[config.mk]
export PLATFORM = sky130hd
export DESIGN_NAME = eigen_freq_gen_flat
export DESIGN_NICKNAME = d
export VERILOG_FILES = /design/src/rtl/eigen_freq_gen_pkg.sv /design/src/rtl/eigen_freq_gen_if.sv /design/src/rtl/eigen_freq_gen_chan.sv /design/src/rtl/eigen_freq_gen.sv /design/src/flat_wrapper.sv
export SDC_FILE = /design/constraint.sdc
export NUM_CORES = 1
export LEC_CHECK = 0
export CAP_MARGIN = 20
export CORE_MARGIN = 2
export CORE_UTILIZATION = 45
export DETAILED_ROUTE_END_ITERATION = 10
export PLACE_DENSITY = 0.74
export SYNTH_ARGS = -nofsm -noshare
export SYNTH_HDL_FRONTEND = slang
export SYNTH_SLANG_ARGS = --single-unit
export TNS_END_PERCENT = 50
[constraint.sdc]
create_clock -name Refin_Clk -period 4.9 [get_ports Refin_Clk]
set_input_delay 1.225 -clock Refin_Clk [delete_from_list [all_inputs] [get_ports Refin_Clk]]
set_output_delay 1.225 -clock Refin_Clk [all_outputs]
set_load 0.01 [all_outputs]
[src/rtl/eigen_freq_gen_pkg.sv]
// Package for the eigen-frequency pattern generator.
// Holds the default counter width, the legacy FOCT pattern constants
// (temperature: period 3 / high 1, current: period 3 / high 2), the
// configuration record and the write-validity check shared by the
// top-level write decode.
package eigen_freq_pkg;

  localparam int CNT_W_DEF          = 8;
  localparam int LEGACY_PERIOD      = 3;
  localparam int LEGACY_HIGH_TEMP   = 1;
  localparam int LEGACY_HIGH_CUR    = 2;

  // One channel's configuration at the default field width.
  typedef struct packed {
    logic [CNT_W_DEF-1:0] period;
    logic [CNT_W_DEF-1:0] high;
    logic [CNT_W_DEF-1:0] phase;
  } cfg_t;

  // A period below 2 cannot form an on/off pattern, and the phase must be
  // a count the counter can actually reach. Callers zero-extend to 32 bits
  // so the check works for any CNT_W.
  function automatic logic is_valid_cfg(input logic [31:0] period,
                                        input logic [31:0] phase);
    return (period >= 32'd2) && (phase < period);
  endfunction

endpackage

[src/rtl/eigen_freq_gen_if.sv]
// Configuration bus of the eigen-frequency pattern generator.
// Ports: Cfg_We (write strobe), Cfg_Ch (target channel), Cfg_Period,
// Cfg_High, Cfg_Phase (new settings), Cfg_Err (reject pulse).
//
// Handshake: Cfg_We acts as a valid with no ready; the generator takes
// every strobed cycle. A write is either loaded into the target channel's
// shadow registers on that edge, or rejected, in which case nothing changes
// and Cfg_Err is high for exactly the following cycle.
interface eigen_freq_gen_if #(
  parameter int NCH   = 2,
  parameter int CNT_W = 8
);
  localparam int CH_W = (NCH > 1) ? $clog2(NCH) : 1;

  logic             Cfg_We;
  logic [CH_W-1:0]  Cfg_Ch;
  logic [CNT_W-1:0] Cfg_Period;
  logic [CNT_W-1:0] Cfg_High;
  logic [CNT_W-1:0] Cfg_Phase;
  logic             Cfg_Err;

  modport master (
    output Cfg_We, Cfg_Ch, Cfg_Period, Cfg_High, Cfg_Phase,
    input  Cfg_Err
  );

  modport slave (
    input  Cfg_We, Cfg_Ch, Cfg_Period, Cfg_High, Cfg_Phase,
    output Cfg_Err
  );
endinterface

[src/rtl/eigen_freq_gen_chan.sv]
// One channel of the eigen-frequency pattern generator: shadow and active
// period/high registers, the cycle counter and the registered outputs.
// Ports: clk, rst_n (async active-low), run (level enable), sync (realign
// pulse), wr/wr_period/wr_high/wr_phase (already-validated shadow load),
// eigen_out (pattern bit), frame_strobe (high while count is 0).
//
// The active phase is only ever consumed on the same edge that loads it
// from the shadow (stop and sync), so those paths read the shadow phase
// directly and no separate active-phase flop is kept.
module eigen_freq_chan #(
  parameter int CNT_W      = 8,
  parameter int DEF_PERIOD = 3,
  parameter int DEF_HIGH   = 1
) (
  input  logic             clk,
  input  logic             rst_n,
  input  logic             run,
  input  logic             sync,
  input  logic             wr,
  input  logic [CNT_W-1:0] wr_period,
  input  logic [CNT_W-1:0] wr_high,
  input  logic [CNT_W-1:0] wr_phase,
  output logic             eigen_out,
  output logic             frame_strobe
);

  localparam logic [CNT_W-1:0] ONE = CNT_W'(1);

  logic [CNT_W-1:0] p_q, h_q;          // active period / high time
  logic [CNT_W-1:0] ps_q, hs_q, fs_q;  // shadow period / high / phase
  logic [CNT_W-1:0] c_q;               // cycle count
  logic             out_q, strb_q;

  logic             wrap;
  logic [CNT_W-1:0] c_inc;
  logic [CNT_W-1:0] stop_c;

  assign wrap  = (c_q == p_q - ONE);
  assign c_inc = c_q + ONE;
  // Parked count is one before the phase (mod period) so the first running
  // edge lands exactly on the phase. The shadow phase is always < period.
  assign stop_c = (fs_q == '0) ? (ps_q - ONE) : (fs_q - ONE);

  always_ff @(posedge clk or negedge rst_n) begin
    if (!rst_n) begin
      p_q    <= CNT_W'(DEF_PERIOD);
      h_q    <= CNT_W'(DEF_HIGH);
      ps_q   <= CNT_W'(DEF_PERIOD);
      hs_q   <= CNT_W'(DEF_HIGH);
      fs_q   <= '0;
      c_q    <= CNT_W'(DEF_PERIOD - 1);
      out_q  <= 1'b0;
      strb_q <= 1'b0;
    end else begin
      // Shadow load; any transfer on this same edge still sees the old
      // shadow because of non-blocking semantics.
      if (wr) begin
        ps_q <= wr_period;
        hs_q <= wr_high;
        fs_q <= wr_phase;
      end

      if (!run) begin
        p_q    <= ps_q;
        h_q    <= hs_q;
        c_q    <= stop_c;
        out_q  <= 1'b0;
        strb_q <= 1'b0;
      end else if (sync) begin
        p_q    <= ps_q;
        h_q    <= hs_q;
        c_q    <= fs_q;
        out_q  <= (fs_q < hs_q);
        strb_q <= (fs_q == '0);
      end else if (wrap) begin
        // Period boundary: adopt the shadow, evaluate count 0 with new H.
        p_q    <= ps_q;
        h_q    <= hs_q;
        c_q    <= '0;
        out_q  <= (hs_q != '0);
        strb_q <= 1'b1;
      end else begin
        c_q    <= c_inc;
        out_q  <= (c_inc < h_q);
        strb_q <= 1'b0;
      end
    end
  end

  assign eigen_out    = out_q;
  assign frame_strobe = strb_q;

endmodule

[src/rtl/eigen_freq_gen.sv]
// Multi-channel eigen-frequency pattern generator for the FOCT modulation
// front end. Produces NCH independent periodic on/off patterns, each with
// a double-buffered period, high time and phase.
// Ports: Refin_Clk (reference clock), SYS_START (async active-low reset),
// Run (level enable), Sync (realign pulse), cfg (configuration bus, slave),
// Eigen_Out (pattern bits), Frame_Strobe (count-0 pulses).
module eigen_freq_gen
  import eigen_freq_pkg::*;
#(
  parameter int NCH        = 2,
  parameter int CNT_W      = CNT_W_DEF,
  parameter int DEF_PERIOD = LEGACY_PERIOD,
  parameter int DEF_HIGH0  = LEGACY_HIGH_TEMP,
  parameter int DEF_HIGH1  = LEGACY_HIGH_CUR
) (
  input  logic                Refin_Clk,
  input  logic                SYS_START,
  input  logic                Run,
  input  logic                Sync,
  eigen_freq_gen_if.slave     cfg,
  output logic [NCH-1:0]      Eigen_Out,
  output logic [NCH-1:0]      Frame_Strobe
);

  logic wr_ok;
  logic cfg_err_q;

  assign wr_ok = (32'(cfg.Cfg_Ch) < 32'(NCH)) &&
                 is_valid_cfg(32'(cfg.Cfg_Period), 32'(cfg.Cfg_Phase));

  always_ff @(posedge Refin_Clk or negedge SYS_START) begin
    if (!SYS_START) cfg_err_q <= 1'b0;
    else            cfg_err_q <= cfg.Cfg_We && !wr_ok;
  end

  assign cfg.Cfg_Err = cfg_err_q;

  for (genvar i = 0; i < NCH; i++) begin : g_ch
    logic wr_sel;
    assign wr_sel = cfg.Cfg_We && wr_ok && (32'(cfg.Cfg_Ch) == 32'(i));

    eigen_freq_chan #(
      .CNT_W      (CNT_W),
      .DEF_PERIOD (DEF_PERIOD),
      .DEF_HIGH   ((i == 0) ? DEF_HIGH0 : DEF_HIGH1)
    ) u_chan (
      .clk          (Refin_Clk),
      .rst_n        (SYS_START),
      .run          (Run),
      .sync         (Sync),
      .wr           (wr_sel),
      .wr_period    (cfg.Cfg_Period),
      .wr_high      (cfg.Cfg_High),
      .wr_phase     (cfg.Cfg_Phase),
      .eigen_out    (Eigen_Out[i]),
      .frame_strobe (Frame_Strobe[i])
    );
  end

endmodule

[src/flat_wrapper.sv]
// flat-port wrapper written by rule: the top's interface ports become plain ports
module eigen_freq_gen_flat import eigen_freq_pkg::*;
#(
  parameter int NCH        = 2,
  parameter int CNT_W      = CNT_W_DEF,
  parameter int DEF_PERIOD = LEGACY_PERIOD,
  parameter int DEF_HIGH0  = LEGACY_HIGH_TEMP,
  parameter int DEF_HIGH1  = LEGACY_HIGH_CUR
)
  (Refin_Clk, SYS_START, Run, Sync, Eigen_Out, Frame_Strobe, cfg_Cfg_We, cfg_Cfg_Ch, cfg_Cfg_Period, cfg_Cfg_High, cfg_Cfg_Phase, cfg_Cfg_Err);
  eigen_freq_gen_if #(.NCH(NCH), .CNT_W(CNT_W)) cfg_i ();
  input  logic Refin_Clk;
  input  logic SYS_START;
  input  logic Run;
  input  logic Sync;
  output logic [NCH-1:0] Eigen_Out;
  output logic [NCH-1:0] Frame_Strobe;
  input wire logic [$bits(cfg_i.Cfg_We)-1:0] cfg_Cfg_We;
  input wire logic [$bits(cfg_i.Cfg_Ch)-1:0] cfg_Cfg_Ch;
  input wire logic [$bits(cfg_i.Cfg_Period)-1:0] cfg_Cfg_Period;
  input wire logic [$bits(cfg_i.Cfg_High)-1:0] cfg_Cfg_High;
  input wire logic [$bits(cfg_i.Cfg_Phase)-1:0] cfg_Cfg_Phase;
  output wire logic [$bits(cfg_i.Cfg_Err)-1:0] cfg_Cfg_Err;
  assign cfg_i.Cfg_We = cfg_Cfg_We;
  assign cfg_i.Cfg_Ch = cfg_Cfg_Ch;
  assign cfg_i.Cfg_Period = cfg_Cfg_Period;
  assign cfg_i.Cfg_High = cfg_Cfg_High;
  assign cfg_i.Cfg_Phase = cfg_Cfg_Phase;
  assign cfg_Cfg_Err = cfg_i.Cfg_Err;
  eigen_freq_gen #(.NCH(NCH), .CNT_W(CNT_W), .DEF_PERIOD(DEF_PERIOD), .DEF_HIGH0(DEF_HIGH0), .DEF_HIGH1(DEF_HIGH1)) u_core (.Refin_Clk(Refin_Clk), .SYS_START(SYS_START), .Run(Run), .Sync(Sync), .cfg(cfg_i), .Eigen_Out(Eigen_Out), .Frame_Strobe(Frame_Strobe));
endmodule
**After elaboration in Yosys (flattened, before gate mapping)**

Index checks and enable logic that the tools add are counted.
W data, S select, Z words.

- Register bits: 101
- Bits in latches: 0
- RAM bits: 0
- Memory bits (read-only): 0
- Bits of input ports: 30
- Output and inout bits: 5
- Memories: 0

- Add/sub/neg operators: 8
- Multipliers: 0
- Divide/modulo/power cells: 0
- $lt $le $gt $ge: 6
- Equal/unequal tests: 4
- Shift-type cells: 0
- Muxes and demuxes: 32
- Bitwise logic cells: 1
- Reductions and logical operators: 10

Operators by type and width:

| operator | number |
|---|---|
| $mux W8 | 20 |
| $sub A8 B1 Y8 const B | 6 |
| $lt A8 B8 Y1 | 5 |
| $add A8 B1 Y8 const B | 2 |
| $eq A8 B8 Y1 | 2 |
| $logic_not A8 Y1 | 2 |
| $reduce_bool A8 Y1 | 2 |
| $mux W1 | 12 |
| $ge A8 B2 Y1 const B | 1 |
| $ne A3 B1 Y1 const B | 2 |
| $logic_and A1 B1 Y1 | 5 |
| $logic_not A1 Y1 | 1 |
| $not A1 Y1 | 1 |

**Longest topological paths before layout**

Gate-level depths: netlist (run 1).

- Word-level depth: 5
- Gate-level depth with buffers: 11

**By module**

From an unflattened synthesis (run 1), not the netlist that was laid out.

- Cell total of the unflattened synthesis: 615
- Area, all modules: 6213.5 sq um

Modules (own cells, without submodules):

| module | times used | cells each | area each (sq um) | seq. area each (sq um) |
|---|---|---|---|---|
| eigen_freq_chan (u_core.g_ch[0].u_chan) | 1 | 284 | 3012.9 | 1260.0 |
| eigen_freq_chan (u_core.g_ch[1].u_chan) | 1 | 300 | 2952.8 | 1260.0 |
| eigen_freq_gen | 1 | 31 | 247.7 | 25.0 |

**Worst setup path before layout (run 1)**

No wires, ideal clock.

- Path type: in2reg
- Start: input port cfg_Cfg_Period[1]
- End: register u_core.g_ch[0].u_chan.fs_q[4]
- Data arrival time: 2840 ps
- Setup slack: 1935 ps
- Stages: 8
- Buffers on the path: 1
- Path through: inv_1 -> ha_1 -> a21o_1 -> a21o_1 -> a21oi_1 -> o21ai_1 -> clkbuf_1 -> mux2_2

- Word-level cells in the longest chain between the ends: 4

RTL lines:

| item | line | source |
|---|---|---|
| from (decl) | flat_wrapper.sv:20 | `input wire logic [$bits(cfg_i.Cfg_Period)-1:0] cfg_Cfg_Period;` |
| $ge A8 B2 Y1 / $lt A8 B8 Y1 (equally long branches) | eigen_freq_gen_pkg.sv:25 | `return (period >= 32'd2) && (phase < period);` |
| $logic_and A1 B1 Y1 (*) | eigen_freq_gen_pkg.sv:25 |  |
| $logic_and A1 B1 Y1 (*) (2 in series) | eigen_freq_gen.sv:40 | `assign wr_sel = cfg.Cfg_We && wr_ok && (32'(cfg.Cfg_Ch) == 32'(i));` |
| to (signal assigned) | eigen_freq_gen_chan.sv:60 | `fs_q <= wr_phase;` |
| to (decl) | eigen_freq_gen_chan.sv:30 | `logic [CNT_W-1:0] ps_q, hs_q, fs_q;` |

Mark *: on every way between the ends. The rest lies on a longest branch, timed or not.
A chain may end at the register's enable or synchronous reset.

**Final worst setup path (run 1)**

- Start: register u_core.g_ch[1].u_chan.p_q[2]
- End: register u_core.g_ch[1].u_chan.p_q[7]

- Word-level cells in the longest chain between the ends: 3

RTL lines:

| item | line | source |
|---|---|---|
| from (decl) | eigen_freq_gen_chan.sv:29 | `logic [CNT_W-1:0] p_q, h_q;` |
| from (signal assigned) | eigen_freq_gen_chan.sv:46 | `p_q <= CNT_W'(DEF_PERIOD);` |
| from (signal assigned) | eigen_freq_gen_chan.sv:64 | `p_q <= ps_q;` |
| from (signal assigned) | eigen_freq_gen_chan.sv:70 | `p_q <= ps_q;` |
| $sub A8 B1 Y8 | eigen_freq_gen_chan.sv:38 | `assign wrap = (c_q == p_q - ONE);` |
| $eq A8 B8 Y1 | eigen_freq_gen_chan.sv:38 |  |
| $ne A3 B1 Y1 (no source line) | n/a |  |

No other way between the ends.

==> results of run 1 <==
-- state kept, by name, summed over array words and instances, names as in the netlist --
register	flops
u_core.cfg.Cfg_Err	1
u_core.g_ch.u_chan.c_q	16
u_core.g_ch.u_chan.eigen_out	2
u_core.g_ch.u_chan.frame_strobe	2
u_core.g_ch.u_chan.fs_q	16
u_core.g_ch.u_chan.h_q	16
u_core.g_ch.u_chan.hs_q	16
u_core.g_ch.u_chan.p_q	16
u_core.g_ch.u_chan.ps_q	16
-- routing by layer --
layer  routed length, um  part of all wire, %  vias up  global-route usage [%]
li1                    -                    -     2128                       -
met3                 676                  4.6       21                    3.02
met4                 289                  2.0        0                    8.21
met2                6860                   47      126                    33.7
met1                6820                   47     2233                    30.5
met5                   0                    0        -                       0
-- final timing paths --
path,from,to,cells after the start
setup reg to reg,u_core.g_ch[1].u_chan.p_q[2]$_DFFE_PN0P_,u_core.g_ch[1].u_chan.p_q[7]$_DFFE_PN0P_,6
hold reg to reg,u_core.g_ch[1].u_chan.h_q[1]$_DFFE_PN1P_,u_core.g_ch[1].u_chan.h_q[1]$_DFFE_PN1P_,2
min in group asynchronous,SYS_START,u_core.g_ch[0].u_chan.h_q[4]$_DFFE_PN0P_,1
hold / removal,u_core.g_ch[1].u_chan.h_q[1]$_DFFE_PN1P_,u_core.g_ch[1].u_chan.h_q[1]$_DFFE_PN1P_,2
max in group asynchronous,SYS_START,u_core.g_ch[1].u_chan.ps_q[1]$_DFFE_PN1P_,2
setup / recovery,u_core.g_ch[1].u_chan.p_q[2]$_DFFE_PN0P_,u_core.g_ch[1].u_chan.p_q[7]$_DFFE_PN0P_,6
-- through the flow --
stage	power (uW)	instances	hold slack [ns]	util (%)
global placement	2360	768	0.479	50.1
global route	3420	784	0.519	52.5
floorplan	2100	572	0.462	-
finish	3210	784	0.492	52.5
CTS	3220	784	0.497	52.5
detailed placement	2420	768	0.486	50.1
-- worst max-delay path, stage by stage, from the launching register on --
cell and delay [ns]:
dfrtp_1 0.45, or4_1 0.50, o221ai_1 0.21, o211ai_1 0.13, o211ai_1 0.85, nand3_2 0.60, mux2_2 0.46
-- report_power, final --
part	leakage, uW	internal (uW)	switching (uW)	total (uW)
logic	0.00172	542	533	1080
registers	0.00118	1070	284	1360
clock network	0.000161	451	326	777
-- cell type report --
class	instances	area (sq um)	share of cell area (%)
Clock buffer	9	225	3.24
Tap cell	176	220	3.17
Multi-Input combinational cell	406	3310	47.6
Timing Repair Buffer	41	390	5.62
Clock inverter	7	96.3	1.39
Sequential cell	101	2540	36.6
Inverter	44	165	2.38
-- cell usage after synthesis (4+ instances only) --
| cell type | instances | area [sq um] |
|---|---|---|
| nand2_1 | 21 | 78.8 |
| and2_1 | 8 | 50.1 |
| xnor2_1 | 23 | 201 |
| nand2b_1 | 8 | 50.1 |
| ha_1 | 41 | 513 |
| xor2_1 | 17 | 149 |
| nor2_1 | 21 | 78.8 |
| buf_4 | 5 | 37.5 |
| o211ai_1 | 5 | 37.5 |
| a21o_1 | 8 | 60.1 |
| nand3_1 | 12 | 60.1 |
| and3_1 | 10 | 62.6 |
| or4_1 | 4 | 30.0 |
| mux2i_1 | 20 | 200 |
| a2111oi_0 | 5 | 43.8 |
| dfstp_2 | 14 | 368 |
| o22ai_1 | 4 | 25.0 |
| a21oi_1 | 26 | 130 |
| clkbuf_1 | 13 | 48.8 |
| mux2_2 | 65 | 732 |
| nor4_1 | 6 | 37.5 |
| a211oi_1 | 5 | 37.5 |
| inv_1 | 43 | 161 |
| o21a_1 | 6 | 45.0 |
| o21ai_0 | 11 | 55.1 |
| nor3_1 | 16 | 80.1 |
| nand4_1 | 6 | 37.5 |
| a31oi_1 | 8 | 50.1 |
| dfrtp_1 | 87 | 2180 |
-- cells by family after synthesis --
group	synth area share [%]
and+or+nand+nor	11.9
muxes	15.5
adders and majority gates	8.37
xor gates and xnor gates	5.72
buffers and inverters	4.55
DFF	41.5
AOI/OAI and AO/OA	12.4
==> flow_metrics.tcl, run 1 <==
set metrics [dict create \
    outcome "finished, final reports clean" \
    clk_latency_ns 0.36 \
    nFillCells 1137 \
    worst-r2r-setup-slack_ns 1.58 \
    port_buffers 34 \
    ys_seq_area_share_pct 41.5 \
    rsz0062_at_grt "no" \
    final_cell_area_sq_um 6950 \
    die_width_um 121 \
    worstSetupPathType "reg -> reg" \
    cts-resized-gates 0 \
    yosysWarnings 0 \
    hp-class "reg -> reg" \
    n_antenna_cell 0 \
    fin_crit_ns 3.32 \
    cts_tree "built" \
    ys.flop_type "dfrtp_1" \
    synth_cell_types 61 \
    placed_area_sq_um 6630 \
    cts_setup_buffers 0 \
    grt_first_pass_wirelength_um 24400 \
    slew_headroom_pct 29.2 \
    ant_nets 0 \
    area_growth_pct 13.5 \
    slew_violations 0 \
    gp_congestion 0.904 \
    start_util_pct 46.3 \
    finClkSkew_ns 0.00840 \
    drive_gt1_share_pct 18.9 \
    hpwlAfterDp_um 10700 \
    crit_arrival_ns 3.56 \
    antenna_found_initial 0 \
    rows 42 \
    finalSetupViolCount 0 \
    netlist_instances 572 \
    vias_per_cell 5.75 \
    async_flop_share_pct 100 \
    clock.fmax_mhz 301 \
    hold_buffers 0 \
    io_pins 35 \
    vias 4508 \
    clk_pin_slew_ns 0.07 \
    wl_per_cell_um 18.7 \
    place_ws_ns 1.37 \
    syn_nets 643 \
    p_leak_uw 0.00306 \
    cts_root_buffer "clkbuf_16" \
    dr.pass1.iters 4 \
    numCtsBuffers 9 \
    ir_drop_v 0.000220 \
    grt_max_degree 77 \
    drtIter0Drc 305 \
    fin_setup_tns_ns 0 \
    layout_common_cells "87 x dfrtp_1, 65 x mux2_2, 43 x inv_1" \
    drcViolationCount 0 \
    ys_seq_elements 101 \
    cts_buffer_depth 2 \
    worstPathMaxFanout 16 \
    finalHoldViolations 0 \
    final_common_cell "dfrtp_1" \
    cap_violations 0 \
    core_sq_um 13200 \
    cp.required_ns 5.14 \
    grt_usage_pct 21.6 \
    final.period_utilization_pct 67.7 \
    fp.dieArea_sq_um 14600 \
    die_h_um 121 \
    critPathLaunchType "flip-flop" \
    drt-total-wl_um 14700 \
    grt_pass1_vias 4694 \
    p_per_area_nw_per_um2 462 \
    grt-ovfl-total 0 \
    end_kind "flip-flop" \
    synth-edff-count 0 \
    syn_area_sq_um 6130 \
    h-tree-depth 3 \
    synth.avg_cell_area_sq_um 10.7 \
    fin_ws_ns 1.58 \
    worst_pin_slew_ns 1.06 \
    cts_sinks 101 \
    fin_nets 674 \
]
(Power assumes the default switching activity.)
==> run 2, diff against run 1 <==
==> constraint.sdc (replaced) <==
create_clock -name Refin_Clk -period 3.23 [get_ports Refin_Clk]
set_input_delay 0.8075 -clock Refin_Clk [delete_from_list [all_inputs] [get_ports Refin_Clk]]
set_output_delay 0.8075 -clock Refin_Clk [all_outputs]
set_load 0.01 [all_outputs]
==> flow_metrics.tcl, run 2 (synthesis results as in run 1) <==
set metrics [dict create \
    cts-resized-gates 0 \
    die_h_um 121 \
    worstSetupPathType "reg -> reg" \
    final_common_cell "dfrtp_1" \
    die_width_um 121 \
    rsz0062_at_grt "no" \
    grt-ovfl-total 0 \
    antenna_found_initial 0 \
    grt_pass1_vias 4716 \
    end_kind "flip-flop" \
    p_leak_uw 0.00308 \
    fin_nets 676 \
    slew_headroom_pct 55.6 \
    r2r_cells 10 \
    gp_congestion 0.897 \
    drtIter0Drc 356 \
    h-tree-depth 3 \
    outcome "finished, final reports clean" \
    clkPwrFrac_pct 23.5 \
    reg2reg_from "u_core.g_ch[0].u_chan.fs_q[6]$_DFFE_PN0P_" \
    drt-total-wl_um 14200 \
    finalHoldViolations 0 \
    switching_share_pct 35.0 \
    worst_pin_slew_ns 0.667 \
    cts_root_buffer "clkbuf_16" \
    fin_crit_ns 2.84 \
    io_pins 35 \
    hold_buffers 0 \
    dpl.cell_count 770 \
    clk_latency_ns 0.34 \
    clk_pin_slew_ns 0.07 \
    slew_violations 0 \
    cpLargestDelayFamily "simple AND/OR/NAND/NOR gates" \
    core_sq_um 13200 \
    p_int_uw 3120 \
    drcViolationCount 0 \
    critPathBufInv 0 \
    rows 42 \
    cap_violations 0 \
    p_sw_uw 1680 \
    p_per_area_nw_per_um2 687 \
    seqPwrFrac_pct 42.9 \
    worstPathMaxFanout 9 \
    instances_no_fill 786 \
    nFillCells 1151 \
    vias_per_cell 5.74 \
    ant_nets 0 \
    cp.required_ns 3.45 \
    reg2reg_to "u_core.g_ch[0].u_chan.c_q[6]$_DFF_PN0_" \
    n_antenna_cell 0 \
    vias 4515 \
    finalSetupViolCount 0 \
    wl_per_cell_um 18.1 \
    area_growth_pct 14.0 \
    worst-r2r-setup-slack_ns 0.39 \
    cts_sinks 101 \
    hpwlAfterDp_um 10500 \
    port_buffers 34 \
    dr.pass1.iters 4 \
    numCtsBuffers 9 \
    hp-class "in -> async" \
    cts_setup_buffers 0 \
    cts_tree "built" \
    finClkSkew_ns 0.00733 \
    cts_buffer_depth 2 \
    clock.fmax_mhz 352 \
    power_uw 4800 \
    final.period_utilization_pct 87.9 \
    layout_common_cells "87 x dfrtp_1, 65 x mux2_2, 43 x inv_1" \
    fin_setup_tns_ns 0 \
    grt_usage_pct 21.1 \
    comb_power_share_pct 33.7 \
    cp_slowest_cell "dfrtp_1" \
    crit_arrival_ns 3.06 \
    max_stage_delay_ns 0.51 \
    grt_first_pass_wirelength_um 24300 \
    drive_gt1_share_pct 19.0 \
    fp.dieArea_sq_um 14600 \
    ir_drop_v 0.000343 \
    worstPathCellList "nor2_1, and3_1, a21oi_1, ha_1, nand2b_1, nor2_1, nand3_1, or4_1, a311oi_1, nor3_1" \
    grt_max_degree 53 \
    start_util_pct 46.3 \
    critPathLaunchType "flip-flop" \
    cpMostUsedCell "nor2_1" \
]
## run 2: how the worst max path moves through the flow
stage / end / depth (start not counted) / startpoint / slack (ns)
5_1_grt: u_core.g_ch[0].u_chan.c_q[6]$_DFF_PN0_ / 10 / u_core.g_ch[0].u_chan.fs_q[6]$_DFFE_PN0P_ / 0.18
3_3_place_gp: u_core.g_ch[0].u_chan.hs_q[5]$_DFFE_PN0P_ / 9 / cfg_Cfg_Period[1] / 0.22
2_1_floorplan: u_core.g_ch[0].u_chan.c_q[2]$_DFF_PN0_ / 10 / u_core.g_ch[0].u_chan.p_q[0]$_DFFE_PN1P_ / 0.66
6_report: u_core.g_ch[0].u_chan.c_q[6]$_DFF_PN0_ / 10 / u_core.g_ch[0].u_chan.fs_q[6]$_DFFE_PN0P_ / 0.39
4_1_cts: u_core.g_ch[0].u_chan.c_q[6]$_DFF_PN0_ / 10 / u_core.g_ch[0].u_chan.fs_q[6]$_DFFE_PN0P_ / 0.45
3_5_place_dp: u_core.g_ch[0].u_chan.hs_q[6]$_DFFE_PN0P_ / 9 / cfg_Cfg_Period[1] / 0.14
## run 2: final cells by class
cell class	count	area [sq um]	share of cell area, %
inverters	44	165	2.37
repair buffers	43	430	6.16
well taps	176	220	3.15
flip-flops and latches	101	2540	36.4
multi-input cells	406	3310	47.4
clock buffers	13	270	3.87
clock inverters	3	42.5	0.609
## run 2: power groups by stage
stage | clock, uW | combinational, uW | sequential [uW]
detailed placement | 0 | 1590 | 2070
global placement | 0 | 1540 | 2050
finish | 1120 | 1610 | 2060
global route | 1200 | 1830 | 2100
CTS | 1140 | 1610 | 2050
floorplan | 0 | 1280 | 1900
## run 2: through the flow
stage               cell area, sq um  util [%]  hold WS (ns)  setup slack [ns]
floorplan                       6130         -         0.462             0.656
global placement                6670      50.4         0.491             0.220
detailed placement              6670      50.4         0.501             0.140
CTS                             6980      52.7         0.514             0.448
global route                    6980      52.7         0.527             0.182
finish                          6980      52.7         0.502             0.392
## run 2: metal layers
metal	GRT usage, %	up-vias	share of wire, %
met3	3.54	25	4.7
met1	30.2	2212	48
met4	7.41	0	2.0
met5	0	-	0
met2	32.4	137	45
li1	-	2141	-
## run 2: worst reg2reg max path, delay by kind of cell (launching register included)
family | cells | cell delay [ns]
adder cells (fa/ha/maj) | 1 | 0.22
AND/OR/NAND/NOR | 7 | 1.45
AO/OA/AOI/OAI | 2 | 0.55
flip-flops | 1 | 0.51
